--- src/rtl/collision_score_if.sv ---
// Bus between the game-logic block and its environment: frame/button
// events, player and obstacle positions in, game status and scores out.
interface collision_score_if #(
  parameter int N_OBS = 4
);
  logic                  frame_tick;
  logic                  start;
  logic [9:0]            p_y;
  logic [10*N_OBS-1:0]   obs_x;
  logic [10*N_OBS-1:0]   obs_h;
  logic                  game_active;
  logic                  freeze;
  logic                  game_over;
  logic                  hit_pulse;
  logic [11:0]           score_bcd;
  logic [11:0]           hi_bcd;

  modport master (
    output frame_tick, start, p_y, obs_x, obs_h,
    input  game_active, freeze, game_over, hit_pulse, score_bcd, hi_bcd
  );

  modport slave (
    input  frame_tick, start, p_y, obs_x, obs_h,
    output game_active, freeze, game_over, hit_pulse, score_bcd, hi_bcd
  );
endinterface

--- src/rtl/collision_score.sv ---
// Collision detection, BCD scoring with high score, and the
// idle/play/hit/over game state machine. All outputs are registered.
module collision_score #(
  parameter int N_OBS      = 4,
  parameter int P_X        = 100,
  parameter int P_W        = 20,
  parameter int P_H        = 20,
  parameter int T_W        = 29,
  parameter int S_Z        = 120,
  parameter int SCR_H      = 480,
  parameter int HOLD_TICKS = 60
) (
  input  logic              clk,
  input  logic              reset,
  collision_score_if.slave  bus
);
  localparam int CW = $clog2(HOLD_TICKS + 1);

  typedef enum logic [1:0] {
    S_IDLE = 2'd0,
    S_PLAY = 2'd1,
    S_HIT  = 2'd2,
    S_OVER = 2'd3
  } state_t;

  state_t               state_r, state_next_s;
  logic [CW-1:0]        hold_r, hold_next_s;
  logic [11:0]          score_r, score_next_s, pass_sum_s;
  logic [11:0]          hi_r, hi_next_s;
  logic [10*N_OBS-1:0]  prev_x_r;
  logic [N_OBS-1:0]     pass_s;
  logic                 any_hit_s;
  logic                 game_active_r, freeze_r, game_over_r, hit_pulse_r;
  logic                 ga_next_s, fr_next_s, go_next_s, hp_next_s;

  // BCD increment that sticks at 999.
  function automatic logic [11:0] bcd_inc_sat(input logic [11:0] v);
    logic [11:0] r;
    r = v;
    if (v == 12'h999) begin
      r = v;
    end else if (v[3:0] != 4'd9) begin
      r[3:0] = v[3:0] + 4'd1;
    end else if (v[7:4] != 4'd9) begin
      r[3:0] = 4'd0;
      r[7:4] = v[7:4] + 4'd1;
    end else begin
      r[7:0]  = 8'h00;
      r[11:8] = v[11:8] + 4'd1;
    end
    return r;
  endfunction

  // Player/obstacle overlap test, done at 11 bits so sums cannot wrap.
  function automatic logic obs_hit(input logic [9:0] ox, input logic [9:0] oh,
                                   input logic [9:0] py);
    logic [10:0] x11, h11, y11;
    logic        xov, yhit;
    x11  = {1'b0, ox};
    h11  = {1'b0, oh};
    y11  = {1'b0, py};
    xov  = (11'(P_X) <= x11) && (11'(P_X + P_W - 1 + T_W - 1) >= x11);
    yhit = (y11 < h11) || ((y11 + 11'(P_H - 1)) >= (h11 + 11'(S_Z - 1)));
    return xov && yhit;
  endfunction

  // Hit and pass detection across all obstacles plus the floor.
  always_comb begin
    any_hit_s = ({1'b0, bus.p_y} + 11'(P_H - 1)) >= 11'(SCR_H - 1);
    pass_s    = '0;
    for (int i = 0; i < N_OBS; i++) begin
      if (obs_hit(bus.obs_x[10*i +: 10], bus.obs_h[10*i +: 10], bus.p_y)) begin
        any_hit_s = 1'b1;
      end else begin
        any_hit_s = any_hit_s;
      end
      pass_s[i] = (prev_x_r[10*i +: 10] >= 10'(P_X)) &&
                  (bus.obs_x[10*i +: 10] < 10'(P_X));
    end
  end

  // Score after adding one per passing obstacle, saturating.
  always_comb begin
    pass_sum_s = score_r;
    for (int i = 0; i < N_OBS; i++) begin
      if (pass_s[i]) begin
        pass_sum_s = bcd_inc_sat(pass_sum_s);
      end else begin
        pass_sum_s = pass_sum_s;
      end
    end
  end

  // Next state, hold counter, score and high score.
  always_comb begin
    state_next_s = state_r;
    hold_next_s  = hold_r;
    score_next_s = score_r;
    hi_next_s    = hi_r;
    case (state_r)
      S_IDLE: begin
        if (bus.start) begin
          state_next_s = S_PLAY;
          score_next_s = 12'h000;
        end else begin
          state_next_s = S_IDLE;
        end
      end
      S_PLAY: begin
        if (any_hit_s) begin
          state_next_s = S_HIT;
          hold_next_s  = '0;
          if (score_r > hi_r) begin
            hi_next_s = score_r;
          end else begin
            hi_next_s = hi_r;
          end
        end else begin
          score_next_s = pass_sum_s;
        end
      end
      S_HIT: begin
        if (bus.frame_tick) begin
          if (hold_r == CW'(HOLD_TICKS - 1)) begin
            state_next_s = S_OVER;
            hold_next_s  = '0;
          end else begin
            hold_next_s = hold_r + CW'(1);
          end
        end else begin
          hold_next_s = hold_r;
        end
      end
      S_OVER: begin
        if (bus.start) begin
          state_next_s = S_IDLE;
        end else begin
          state_next_s = S_OVER;
        end
      end
      default: begin
        state_next_s = S_IDLE;
      end
    endcase
  end

  // Output values decoded from the upcoming state.
  always_comb begin
    ga_next_s = (state_next_s == S_PLAY);
    fr_next_s = (state_next_s == S_HIT) || (state_next_s == S_OVER);
    go_next_s = (state_next_s == S_OVER);
    hp_next_s = (state_r == S_PLAY) && (state_next_s == S_HIT);
  end

  // State, counters, scores and registered outputs.
  always_ff @(posedge clk) begin
    prev_x_r <= bus.obs_x;
    if (reset) begin
      state_r       <= S_IDLE;
      hold_r        <= '0;
      score_r       <= 12'h000;
      hi_r          <= 12'h000;
      game_active_r <= 1'b0;
      freeze_r      <= 1'b0;
      game_over_r   <= 1'b0;
      hit_pulse_r   <= 1'b0;
    end else begin
      state_r       <= state_next_s;
      hold_r        <= hold_next_s;
      score_r       <= score_next_s;
      hi_r          <= hi_next_s;
      game_active_r <= ga_next_s;
      freeze_r      <= fr_next_s;
      game_over_r   <= go_next_s;
      hit_pulse_r   <= hp_next_s;
    end
  end

  assign bus.game_active = game_active_r;
  assign bus.freeze      = freeze_r;
  assign bus.game_over   = game_over_r;
  assign bus.hit_pulse   = hit_pulse_r;
  assign bus.score_bcd   = score_r;
  assign bus.hi_bcd      = hi_r;
endmodule

--- src/flat_wrapper.sv ---
// flat-port wrapper written by rule: the top's interface ports become plain ports
module collision_score_flat 
#(
  parameter int N_OBS      = 4,
  parameter int P_X        = 100,
  parameter int P_W        = 20,
  parameter int P_H        = 20,
  parameter int T_W        = 29,
  parameter int S_Z        = 120,
  parameter int SCR_H      = 480,
  parameter int HOLD_TICKS = 60
)
  (clk, reset, bus_frame_tick, bus_start, bus_p_y, bus_obs_x, bus_obs_h, bus_game_active, bus_freeze, bus_game_over, bus_hit_pulse, bus_score_bcd, bus_hi_bcd);
  collision_score_if #(.N_OBS(N_OBS)) bus_i ();
  input  logic clk;
  input  logic reset;
  input wire logic [$bits(bus_i.frame_tick)-1:0] bus_frame_tick;
  input wire logic [$bits(bus_i.start)-1:0] bus_start;
  input wire logic [$bits(bus_i.p_y)-1:0] bus_p_y;
  input wire logic [$bits(bus_i.obs_x)-1:0] bus_obs_x;
  input wire logic [$bits(bus_i.obs_h)-1:0] bus_obs_h;
  output wire logic [$bits(bus_i.game_active)-1:0] bus_game_active;
  output wire logic [$bits(bus_i.freeze)-1:0] bus_freeze;
  output wire logic [$bits(bus_i.game_over)-1:0] bus_game_over;
  output wire logic [$bits(bus_i.hit_pulse)-1:0] bus_hit_pulse;
  output wire logic [$bits(bus_i.score_bcd)-1:0] bus_score_bcd;
  output wire logic [$bits(bus_i.hi_bcd)-1:0] bus_hi_bcd;
  assign bus_i.frame_tick = bus_frame_tick;
  assign bus_i.start = bus_start;
  assign bus_i.p_y = bus_p_y;
  assign bus_i.obs_x = bus_obs_x;
  assign bus_i.obs_h = bus_obs_h;
  assign bus_game_active = bus_i.game_active;
  assign bus_freeze = bus_i.freeze;
  assign bus_game_over = bus_i.game_over;
  assign bus_hit_pulse = bus_i.hit_pulse;
  assign bus_score_bcd = bus_i.score_bcd;
  assign bus_hi_bcd = bus_i.hi_bcd;
  collision_score #(.N_OBS(N_OBS), .P_X(P_X), .P_W(P_W), .P_H(P_H), .T_W(T_W), .S_Z(S_Z), .SCR_H(SCR_H), .HOLD_TICKS(HOLD_TICKS)) u_core (.clk(clk), .reset(reset), .bus(bus_i));
endmodule
--- config.mk ---
export PLATFORM = sky130hd
export DESIGN_NAME = collision_score_flat
export DESIGN_NICKNAME = d
export VERILOG_FILES = /design/src/rtl/collision_score_if.sv /design/src/rtl/collision_score.sv /design/src/flat_wrapper.sv
export SDC_FILE = /design/constraint.sdc
export NUM_CORES = 1
export LEC_CHECK = 0
export CAP_MARGIN = 5
export CORE_UTILIZATION = 30
export CTS_CLUSTER_DIAMETER = 100
export CTS_CLUSTER_SIZE = 14
export DETAILED_ROUTE_END_ITERATION = 6
export HOLD_SLACK_MARGIN = 0.05
export SKIP_CTS_REPAIR_TIMING = 1
export SLEW_MARGIN = 40
export SYNTH_ARGS = -nofsm -noshare
export SYNTH_HDL_FRONTEND = slang
export SYNTH_SLANG_ARGS = --single-unit
--- constraint.sdc ---
create_clock -name clk -period 16 [get_ports clk]
set_input_delay 3.2 -clock clk [delete_from_list [all_inputs] [get_ports clk]]
set_output_delay 3.2 -clock clk [all_outputs]
set_load 0.03 [all_outputs]
Yosys cells after proc, flatten, opt, wreduce, memory -nomap -nowiden
Cells that the tools add are included.

Add/subtract/negate cells: 18. Order comparisons: 26. Equality and inequality tests: 23. Mux-type cells: 41. Reduce and logical (&&, ||, !) cells: 24.

Operators with widths (count): $mux W12 (10); $mux W8 (8); $add A4 B1 Y4 const B (12); $eq A12 B12 Y1 const B (4); $add A10 B7 Y11 const B (4); $ge A11 B11 Y1 (4); $ge A10 B7 Y1 const B (4); $ge A8 B10 Y1 const A (4); $le A7 B10 Y1 const A (4); $lt A10 B10 Y1 (4); $lt A10 B7 Y1 const B (4); $mux W4 (8); $ne A4 B4 Y1 const B (8); $pmux W12 S2 (1); $mux W6 (3); $logic_and A1 B1 Y1 (13); $gt A12 B12 Y1 (1); $pmux W6 S2 (1); $add A10 B5 Y11 const B (1); $ge A11 B9 Y1 const B (1); $reduce_and A3 Y1 (3); $eq A2 B2 Y1 const B (4); $mux W2 (4); $pmux W2 S4 (1); 9 further kinds (21).

Register bits after elaboration: 76. Input bits: 94. Output and inout port bits: 28. Word-level logic and storage cells: 141.

Longest topological paths before layout
Gate-level depths: netlist of run 1.

Depth after elaboration: 22. Mapped depth: 28. Depth with buffers taken out: 27.

Worst setup path before layout of run 1
OpenSTA, ideal clock, no wires.

Path type: in2reg. Start point: input port bus_obs_x[9]. End point: register u_core.score_r[9], in the netlist u_core.bus.score_bcd[9]. Setup time: 75 ps. Data arrival time: 8067 ps. Data required time: 15925 ps. Slack: 7859 ps. Cell stages on the path: 25. Buffers on the path: 1. Cells stage by stage: nor3_1 -> o211ai_4 -> buf_6 -> nor4_1 -> a21oi_1 -> inv_1 -> ha_1 -> o21a_1 -> nand4_1 -> nor2_1 -> nor2_1 -> a21oi_1 -> ha_1 -> o221a_2 -> o311ai_2 -> nor3_4 -> nor2_1 -> a21oi_1 -> ha_1 -> nand2_1 -> mux2_4 -> a31oi_4 -> o211ai_2 -> mux2_4 -> o22ai_2.

Cells in the longest elaborated chain, start to end: 20. Elaborated cells on any way between the ends: 47. Those cells by class: add/sub (7); order compare (3); eq/ne (10); mux (23); reduce/logical (4).

RTL lines: start, declared (line flat_wrapper.sv:20) `input wire logic [$bits(bus_i.obs_x)-1:0] bus_obs_x;`; $lt A10 B7 Y1 (line collision_score.sv:78) `(bus.obs_x[10*i +: 10] < 10'(P_X));`; $logic_and A1 B1 Y1 (line collision_score.sv:77) `pass_s[i] = (prev_x_r[10*i +: 10] >= 10'(P_X)) &&`; $mux W12 (line collision_score.sv:86) `if (pass_s[i]) begin`; $add A4 B1 Y4 (tied with other cells) (line collision_score.sv:49) `r[11:8] = v[11:8] + 4'd1;`; $mux W4 / $mux W8 (equally long branches) (line collision_score.sv:44) `end else if (v[7:4] != 4'd9) begin`; $mux W8 (line collision_score.sv:42) `end else if (v[3:0] != 4'd9) begin`; $mux W12 (line collision_score.sv:40) `if (v == 12'h999) begin`; $mux W12 (line collision_score.sv:86); [4 not listed]; $mux W12 (line collision_score.sv:86); $add A4 B1 Y4 / $ne A4 B4 Y1 (equally long branches) (line collision_score.sv:49, collision_score.sv:44); $mux W4 (line collision_score.sv:44); $mux W8 (line collision_score.sv:42); $mux W12 (line collision_score.sv:40); $mux W12 (line collision_score.sv:86); $mux W12 (line collision_score.sv:110) `if (any_hit_s) begin`; $pmux W12 S2 (line collision_score.sv:100) `case (state_r)`; end signal, assigned (line collision_score.sv:170) `score_r <= score_next_s;`; end, declared (line collision_score.sv:28) `logic [11:0] score_r, score_next_s, pass_sum_s;`.

Several ways; a longest one is shown, not always the timed one. The select of a mux whose other input is x is not followed. A chain may end at the register's enable or synchronous reset.

Worst setup path in the final report of run 1
Start point: input port bus_obs_x[4]. End point: register u_core.score_r[9], in the netlist u_core.bus.score_bcd[9].

Same word-level chain as after synthesis.

==> results.md, run 1 <==
* IO Pins at 122
* Startpoint Class: primary input
* CTS clk-pin slew, worst paths at 0.06 ns
* IO Port Bufs at 113
* Via density at 5.17
* Prevailing post-synth register cell: dfxtp_1
* RSZ-0062 raised after global routing: no
* Netlist cell types at 97
* Fin. Hold Viols at 0
* Latest clock arrival within the worst-skew pair at 0.34 ns
* Worst setup EP type: flip-flop
* Ys async rst share at 0%
* TritonCTS Buffers at 9
* Area grow syn2layout at 25.1%
* Flops & latches, synth at 67
* Ratio of cells with drive above 1 in the final layout at 6.84%
* Post-synthesis sequential area ratio at 18.5%
* H-tree levels at 3
* Critical path required time at 16.27 ns
* Die ar. at 24800 um2
* Number of synthesized flops with an enable pin at 0
* Initial core utilization at 30.8%
* Clock Tree Root: clkbuf_16
* CTS tree: built
* Fill count at 2466
* Worst VDD drop at 0.0000460 V
* Yosys warns at 0
* First-pass GRT wire length at 31.6 mm
* Mapped Cells at 878
* Crit path max-delay cell type: clkdlybuf4s50_1
* Final HPWL DP at 16.2 mm
* Place WS at 6.44 ns
* Most frequent cell after synthesis: ha_1
* Hold slack at 0.484 ns
* Max Root-Sink Buffers at 2
* CP max stage delay at 0.50 ns
* Number of antenna-violating nets in the routed design at 0
* DRT Wirelength at 19.2 mm
* Clk_skew at 0.00405 ns
* Final non-filler cell total at 1314
* Power, Total at 557 uW
* Cell taking the most area after synthesis: ha_1
* Lkg Pwr at 3.80 nW
* Buf/Inv on CP at 2
* Pre-antenna DRT Iters at 5
* Chip width at 158 um
* NumNets Final at 1204
* Placed cells at 1297
* Worst Path Max Fanout at 17
* Gr ovfl total at 0
* Worst hold path type: reg2reg
* Sink Count at 67
* Synth cell count leaders: 121 x ha_1, 82 x inv_1, 71 x nor2_1
* CP most frequent cell: nor2_1
* Ranking of synthesized cells by area: ha_1 21%, dfxtp_1 18%, xnor2_1 4.6%
* Vias in the first global route at 6534
* Total GRT Usage at 16.0%
* Endpoints failing setup at 0
* Tcrit/Tclk final at 57.8%
* Core area at 23600 um2
* Die Y at 158 um
* Worst-Margin Slew at 0.858 ns
* Synthesized area at 7270 um2
* Critical path type: in2reg
* DR iter-0 viols at 278
* Number of max-cap violations at 0
* Mapped Avg Cell Area at 8.28 um2
* Initial antenna violation count at 1
* Final GP Congestion at 0.873
* Vias post-DR at 6788
* Highest clock rate at 108 MHz
* Post-synth top area share at 20.8%
* Total negative slack at 0 ns
* Slew Limit Fails at 0
* DRC errors left at 0
* Syn_nets at 1093
* Worst rel slew slack at 42.6%
* Largest net degree at the start of global routing at 26
* Avg WL per Cell at 14.6 um
* Outcome: finished, final reports clean
* Family with the most delay on the worst path: compound AO/OA/AOI/OAI gates
* Final min period at 9.25 ns
* Setup ws final at 6.75 ns
* Pwr/cell area at 61.2 nW/um2
* Std cell rows at 56
* Worst Path Arrival at 9.52 ns
[cell families (layout without fill, tap and decap cells)]
| logic type | Yosys count | after routing | share of synthesized area, % |
|---|---|---|---|
| XOR/XNOR | 45 | 45 | 5.42 |
| AND/OR/NAND/NOR | 289 | 289 | 21.5 |
| AO/OA/AOI/OAI | 233 | 233 | 24.5 |
| multiplexers | 26 | 26 | 3.91 |
| buffers and inverters | 97 | 213 | 5.46 |
| adder cells (fa/ha/maj) | 121 | 121 | 20.8 |
| flip-flops | 67 | 67 | 18.5 |
| other | 0 | 1 | 0 |
[layer usage]
layer	track usage, %	routed length, um	up-vias
met5	0	0	-
met4	4.44	308	0
met3	3.07	892	23
met2	27.7	8970	154
met1	19.9	9080	3107
li1	-	-	3504
[state kept, by name, indices dropped and copies added, names as in the netlist]
name and flops:
u_core.bus.hi_bcd 12, u_core.prev_x_r 32, u_core.bus.game_active 1, u_core.bus.hit_pulse 1, u_core.bus.game_over 1, u_core.bus.freeze 1
u_core.state_r 1, u_core.hold_r 6, u_core.bus.score_bcd 12
[area by class of cell]
| class | instances | area [um2] | area share (%) |
|---|---|---|---|
| antenna | 1 | 2.50 | 0.0275 |
| clock buffer | 12 | 256 | 2.82 |
| clock inverter | 4 | 120 | 1.32 |
| inverter | 83 | 312 | 3.43 |
| multi-input combinational | 714 | 5530 | 60.8 |
| sequential | 67 | 1340 | 14.8 |
| tap | 319 | 399 | 4.39 |
| timing repair buffer | 114 | 1130 | 12.5 |
[placed cells by master (no fill, tap or decap), drive strengths merged, types with 11 or more instances in the layout]
cell type / count
nor2b: 12
or2: 11
clkdlybuf4s50: 112
nor2: 71
nand3: 33
clkbuf: 12
o21a: 14
o211ai: 16
mux2i: 19
ha: 121
nand2b: 11
a31oi: 22
a21oi: 41
inv: 82
nand4: 20
dfxtp: 67
o21ai: 40
nor4: 16
a21o: 14
nor3: 31
nand2: 46
xnor2: 38
[report_power, final]
group | switching [mW] | internal (mW)
combinational | 0.0707 | 0.0630
clock | 0.0718 | 0.176
sequential | 0.00230 | 0.172
total | 0.145 | 0.412
[worst paths after layout]
| kind | depth (start not counted) | to | slack (ns) | start |
|---|---|---|---|---|
| worst min register to register | 1 | u_core.hold_r[5] | 0.48 | u_core.hold_r[5] |
| worst max register to register | 25 | u_core.bus.score_bcd[9] | 9.45 | u_core.bus.score_bcd[4] |
| worst max-delay path | 25 | u_core.bus.score_bcd[9] | 6.75 | bus_obs_x[4] |
| worst min-delay path | 1 | u_core.hold_r[5] | 0.48 | u_core.hold_r[5] |
[stage by stage]
stage / util (%) / cell area (um2)
after global routing: 38.5 / 9090
after global placement: 36.9 / 8720
after detailed placement: 36.9 / 8710
after floorplan: - / 7270
after CTS: 38.5 / 9090
final: 38.5 / 9090
Power figures use the tool's default switching activity.
==> run 2, diff against run 1 <==
==> constraint.sdc (replaced) <==
create_clock -name clk -period 9.66 [get_ports clk]
set_input_delay 1.932 -clock clk [delete_from_list [all_inputs] [get_ports clk]]
set_output_delay 1.932 -clock clk [all_outputs]
set_load 0.03 [all_outputs]
==> run 2 against run 1 <==
Effect of this change:
- register-to-register slack got worse by 6.3 ns
- first-iteration DRC count grew 15%
- sequential cell count did not move
- critical path type unchanged
- die area unchanged
- largest cell class unchanged
- clock skew rose by 0.0047 ns
- design area decreased by 0.28%
- critical path depth is the same
==> results.md, run 2 (synthesis gave the netlist of run 1 again) <==
* Buf/Inv on CP at 2
* Critical path required time at 9.93 ns
* Vias post-DR at 6742
* Initial antenna violation count at 0
* Family with the most delay on the worst path: compound AO/OA/AOI/OAI gates
* GR Util met1 at 20.9%
* IO Pins at 122
* Total GRT Usage at 16.5%
* Critical path depth at 25
* Commonest non-fill, non-tap cells in the layout: 121 x ha_1, 112 x clkdlybuf4s50_1, 82 x inv_1
* Final min period at 7.88 ns
* Pwr/cell area at 99.0 nW/um2
* Via density at 5.13
* CTS clk-pin slew, worst paths at 0.06 ns
* Highest clock rate at 127 MHz
* Most common cell after layout, fill and taps aside: ha_1
* Chip width at 158 um
* ANT cells at 0
* Power, Total at 898 uW
* Fill count at 2428
* Met3 Use GR at 3.75%
* Pre-antenna DRT Iters at 5
* Lkg Pwr at 3.78 nW
* IO Port Bufs at 113
* Clk_skew at 0.00876 ns
* Largest net degree at the start of global routing at 26
* Final non-filler cell total at 1314
* Worst r2r path cells at 25
* Worst VDD drop at 0.0000818 V
* Gr ovfl total at 0
* Startpoint Class: primary input
* Sink Count at 67
* Total negative slack at 0 ns
* CTS tree: built
* NumNets Final at 1205
* Fin. Hold Viols at 0
* H-tree levels at 3
* Core area at 23600 um2
* CP endpoint: u_core.bus.score_bcd[9]
* R2R setup slack at 3.11 ns
* Worst-Margin Slew at 0.770 ns
* RR Startpoint: u_core.bus.score_bcd[0]
* Initial core utilization at 30.8%
* Max FFs per register at 32
* Outcome: finished, final reports clean
* Die Y at 158 um
* DRC errors left at 0
* DR iter-0 viols at 320
* Sequential Area at 1340 um2
* Area grow syn2layout at 24.8%
* First-pass GRT wire length at 32.4 mm
* Number of antenna-violating nets in the routed design at 0
* Critical path type: in2reg
* Worst setup EP type: flip-flop
* Std cell rows at 56
* Avg WL per Cell at 14.8 um
* R2r endpoint: u_core.bus.score_bcd[9]
* TritonCTS Buffers at 9
* Slew Limit Fails at 0
* Fin util at 38.4%
* Biggest register: u_core.prev_x_r
* Final HPWL DP at 16.3 mm
* Worst Path Max Fanout at 17
* Crit path max-delay cell type: clkdlybuf4s50_1
* Ratio of cells with drive above 1 in the final layout at 7.04%
* Footprint of the multi-input gates at 5530 um2
* CP max stage delay at 0.49 ns
* Die ar. at 24800 um2
* Tcrit/Tclk final at 81.5%
* Vias in the first global route at 6510
* Endpoints failing setup at 0
* Worst setup startpoint: bus_obs_x[4]
* Final GP Congestion at 0.889
* Grt met2 use at 28.4%
* Latest clock arrival within the worst-skew pair at 0.35 ns
* Place WS at 1.45 ns
* DRT Wirelength at 19.5 mm
* Clock Tree Root: clkbuf_16
* Placed cells at 1298
* Worst rel slew slack at 48.0%
* Gr busiest metal: met2
* Worst hold path type: reg2reg
* Max Root-Sink Buffers at 2
* Setup ws final at 1.78 ns
* Number of max-cap violations at 0
* RSZ-0062 raised after global routing: no
* Worst Path Arrival at 8.15 ns
## run 2: layer usage
layer	vias up	routed length (um)
met5	-	0
met4	0	155
met3	15	990
met2	150	9060
met1	3066	9280
li1	3511	-
## run 2: cell type report
cell class | count | share of cell area (%)
Inverter | 83 | 3.44
Timing Repair Buffer | 115 | 12.6
Tap cell | 319 | 4.40
Multi-Input combinational cell | 714 | 61.0
Clock buffer | 9 | 2.48
Sequential cell | 67 | 14.8
Clock inverter | 7 | 1.37
## run 2: worst min path at each step
| stage | slack (ns) | endpoint | startpoint | cells after the start |
|---|---|---|---|---|
| final | 0.49 | u_core.hold_r[5] | u_core.hold_r[5] | 1 |
| after global routing | 0.52 | u_core.hold_r[5] | u_core.hold_r[5] | 1 |
| after CTS | 0.49 | u_core.hold_r[5] | u_core.hold_r[5] | 1 |
| after detailed placement | 0.48 | u_core.hold_r[5] | u_core.hold_r[5] | 1 |
| after global placement | 0.47 | u_core.hold_r[5] | u_core.hold_r[5] | 1 |
| after floorplan | 0.45 | u_core.hold_r[5] | u_core.hold_r[5] | 1 |
## run 2: through the flow
step	instance area [um2]	hold slack (ns)
6_report	9070	0.489
5_1_grt	9070	0.517
3_3_place_gp	8720	0.472
2_1_floorplan	7270	0.449
4_1_cts	9070	0.489
3_5_place_dp	8720	0.476
## run 2: power by group
group          leakage (nW)  total (mW)  switching [mW]  internal (mW)
logic                  3.06       0.222           0.117          0.104
registers             0.553       0.289         0.00386          0.285
clock network         0.167       0.387           0.133          0.254
==> run 3, diff against run 2 <==
==> constraint.sdc (replaced) <==
create_clock -name clk -period 7.5 [get_ports clk]
set_input_delay 1.5 -clock clk [delete_from_list [all_inputs] [get_ports clk]]
set_output_delay 1.5 -clock clk [all_outputs]
set_load 0.03 [all_outputs]
==> run 3 against run 2 <==
Effect of this change:
- combinational power rose by 30%
- clock-buffer cell count unchanged
- worst setup slack lost 1.1 ns
- clock skew down 0.0017 ns
- routed wire length is 0.37% lower
- global-route usage decreased by 0.30 points
- critical path depth is 1 higher
- clock power up 5%
- first-iteration DRC count down 3.1%
- final cell count rose by 0.84%
- via count increased by 1.7%
- worst hold slack worse by 0.0026 ns
- critical endpoint unchanged
==> results.md, run 3 (synthesis gave the netlist of run 1 again) <==
* Critical path type: in2reg
* NumNets Final at 1216
* Latest clock arrival within the worst-skew pair at 0.35 ns
* Vias in the first global route at 6521
* Flop pwr share at 34.9%
* Placed cells at 1309
* Worst VDD drop at 0.0000862 V
* Commonest non-fill, non-tap cells in the layout: 121 x ha_1, 112 x clkdlybuf4s50_1, 82 x inv_1
* Core area at 23600 um2
* Max FFs per register at 32
* Lkg Pwr at 3.80 nW
* Psw at 335 uW
* First-pass GRT wire length at 32.0 mm
* Area grow syn2layout at 25.1%
* Sw Ratio at 31.4%
* P_int at 733 uW
* Pwr/cell area at 118 nW/um2
* Worst rel slew slack at 46.0%
* Initial antenna violation count at 1
* Endpoints failing setup at 0
* Fin. Hold Viols at 0
* Gr ovfl total at 0
* Worst hold path type: reg2reg
* Vias post-DR at 6859
* CTS clk-pin slew, worst paths at 0.06 ns
* IO Port Bufs at 113
* Total GRT Usage at 16.2%
* Total negative slack at 0 ns
* Highest clock rate at 147 MHz
* Final GP Congestion at 0.858
* Chip width at 158 um
* Startpoint Class: primary input
* DRC errors left at 0
* Tcrit/Tclk final at 90.4%
* TritonCTS Buffers at 9
* RR Startpoint: u_core.bus.score_bcd[4]
* Slew Limit Fails at 0
* RSZ-0062 raised after global routing: no
* Final min period at 6.78 ns
* Outcome: finished, final reports clean
* DRT Wirelength at 19.4 mm
* H-tree levels at 3
* Final non-filler cell total at 1325
* Clock Tree Root: clkbuf_16
* DR iter-0 viols at 310
* Clk_skew at 0.00704 ns
* Max Root-Sink Buffers at 2
* Final HPWL DP at 16.4 mm
* Initial core utilization at 30.8%
* Die ar. at 24800 um2
* Ratio of cells with drive above 1 in the final layout at 8.05%
* Worst Path Max Fanout at 8
* Number of max-cap violations at 0
* Pre-antenna DRT Iters at 5
* Worst-Margin Slew at 0.799 ns
* ANT cells at 0
* CTS tree: built
* Biggest register: u_core.prev_x_r
* Critical path required time at 7.77 ns
* Die Y at 158 um
* Hold_sp: u_core.hold_r[1]
* Worst setup EP type: flip-flop
* Number of antenna-violating nets in the routed design at 0
* Most common cell after layout, fill and taps aside: ha_1
* Worst setup startpoint: bus_obs_x[4]
* IO Pins at 122
* Avg WL per Cell at 14.6 um
* Largest net degree at the start of global routing at 26
* Via density at 5.18
* Gate power share at 27.1%
* Sink Count at 67
* Worst Path Arrival at 7.05 ns
* Std cell rows at 56
* Clock power frac at 38.1%
[run 3: through the flow]
| stage | setup WS [ns] | total power [mW] | utilization (%) | area, um2 | hold slack, ns |
|---|---|---|---|---|---|
| final | 0.719 | 1.07 | 38.5 | 9090 | 0.486 |
| after global routing | 0.205 | 1.13 | 38.5 | 9090 | 0.516 |
| after CTS | 0.723 | 1.08 | 38.5 | 9090 | 0.486 |
| after detailed placement | 0.368 | 0.668 | 37.3 | 8800 | 0.472 |
| after global placement | 0.506 | 0.662 | 37.3 | 8810 | 0.472 |
| after floorplan | 1.06 | 0.553 | - | 7270 | 0.449 |
[run 3: power groups by stage]
stage          Combinational, mW  Sequential, mW  Clock, mW
5_1_grt                    0.327           0.373      0.433
3_3_place_gp               0.282           0.380          0
6_report                   0.289           0.372      0.406
3_5_place_dp               0.287           0.380          0
2_1_floorplan              0.171           0.381          0
4_1_cts                    0.289           0.372      0.420
[run 3: layout make-up]
cell class	count	area (um2)
fillers	2427	14500
multi-input cells	714	5530
flip-flops and latches	67	1340
repair buffers	126	1220
well taps	319	399
inverters	83	312
clock buffers	9	225
clock inverters	7	60.1
[run 3: per-layer routing]
layer / vias up / share of wire [%] / routed length, um / GRT usage [%]
met5: - / 0 / 0 / 0
met4: 0 / 1.0 / 199 / 3.79
met3: 20 / 5.5 / 1070 / 3.45
met2: 172 / 46 / 8930 / 27.5
met1: 3139 / 47 / 9210 / 20.7
li1: 3528 / - / - / -
[run 3: critical path, cell delays in order]
cell,delay [ns]
clkdlybuf4s50_1,0.49
o311ai_4,0.37
o211ai_4,0.19
nor3_1,0.37
nor2_1,0.14
inv_1,0.19
ha_1,0.21
o221a_2,0.21
nand4_1,0.20
nor2_1,0.31
nor2_1,0.07
a21oi_1,0.23
ha_1,0.19
o221a_2,0.18
o311ai_2,0.15
o2111ai_1,0.32
nand2b_1,0.15
o21ai_1,0.12
inv_1,0.09
ha_1,0.15
nand2_1,0.05
mux2_4,0.29
a31oi_4,0.26
o211ai_2,0.18
mux2_4,0.33
o22ai_2,0.08
[run 3: worst paths after layout]
check	endpoint	slack (ns)	cells after the start
min	u_core.hold_r[1]	0.49	2
max reg2reg	u_core.bus.score_bcd[9]	1.58	26
max	u_core.bus.score_bcd[9]	0.72	26
min reg2reg	u_core.hold_r[1]	0.49	2
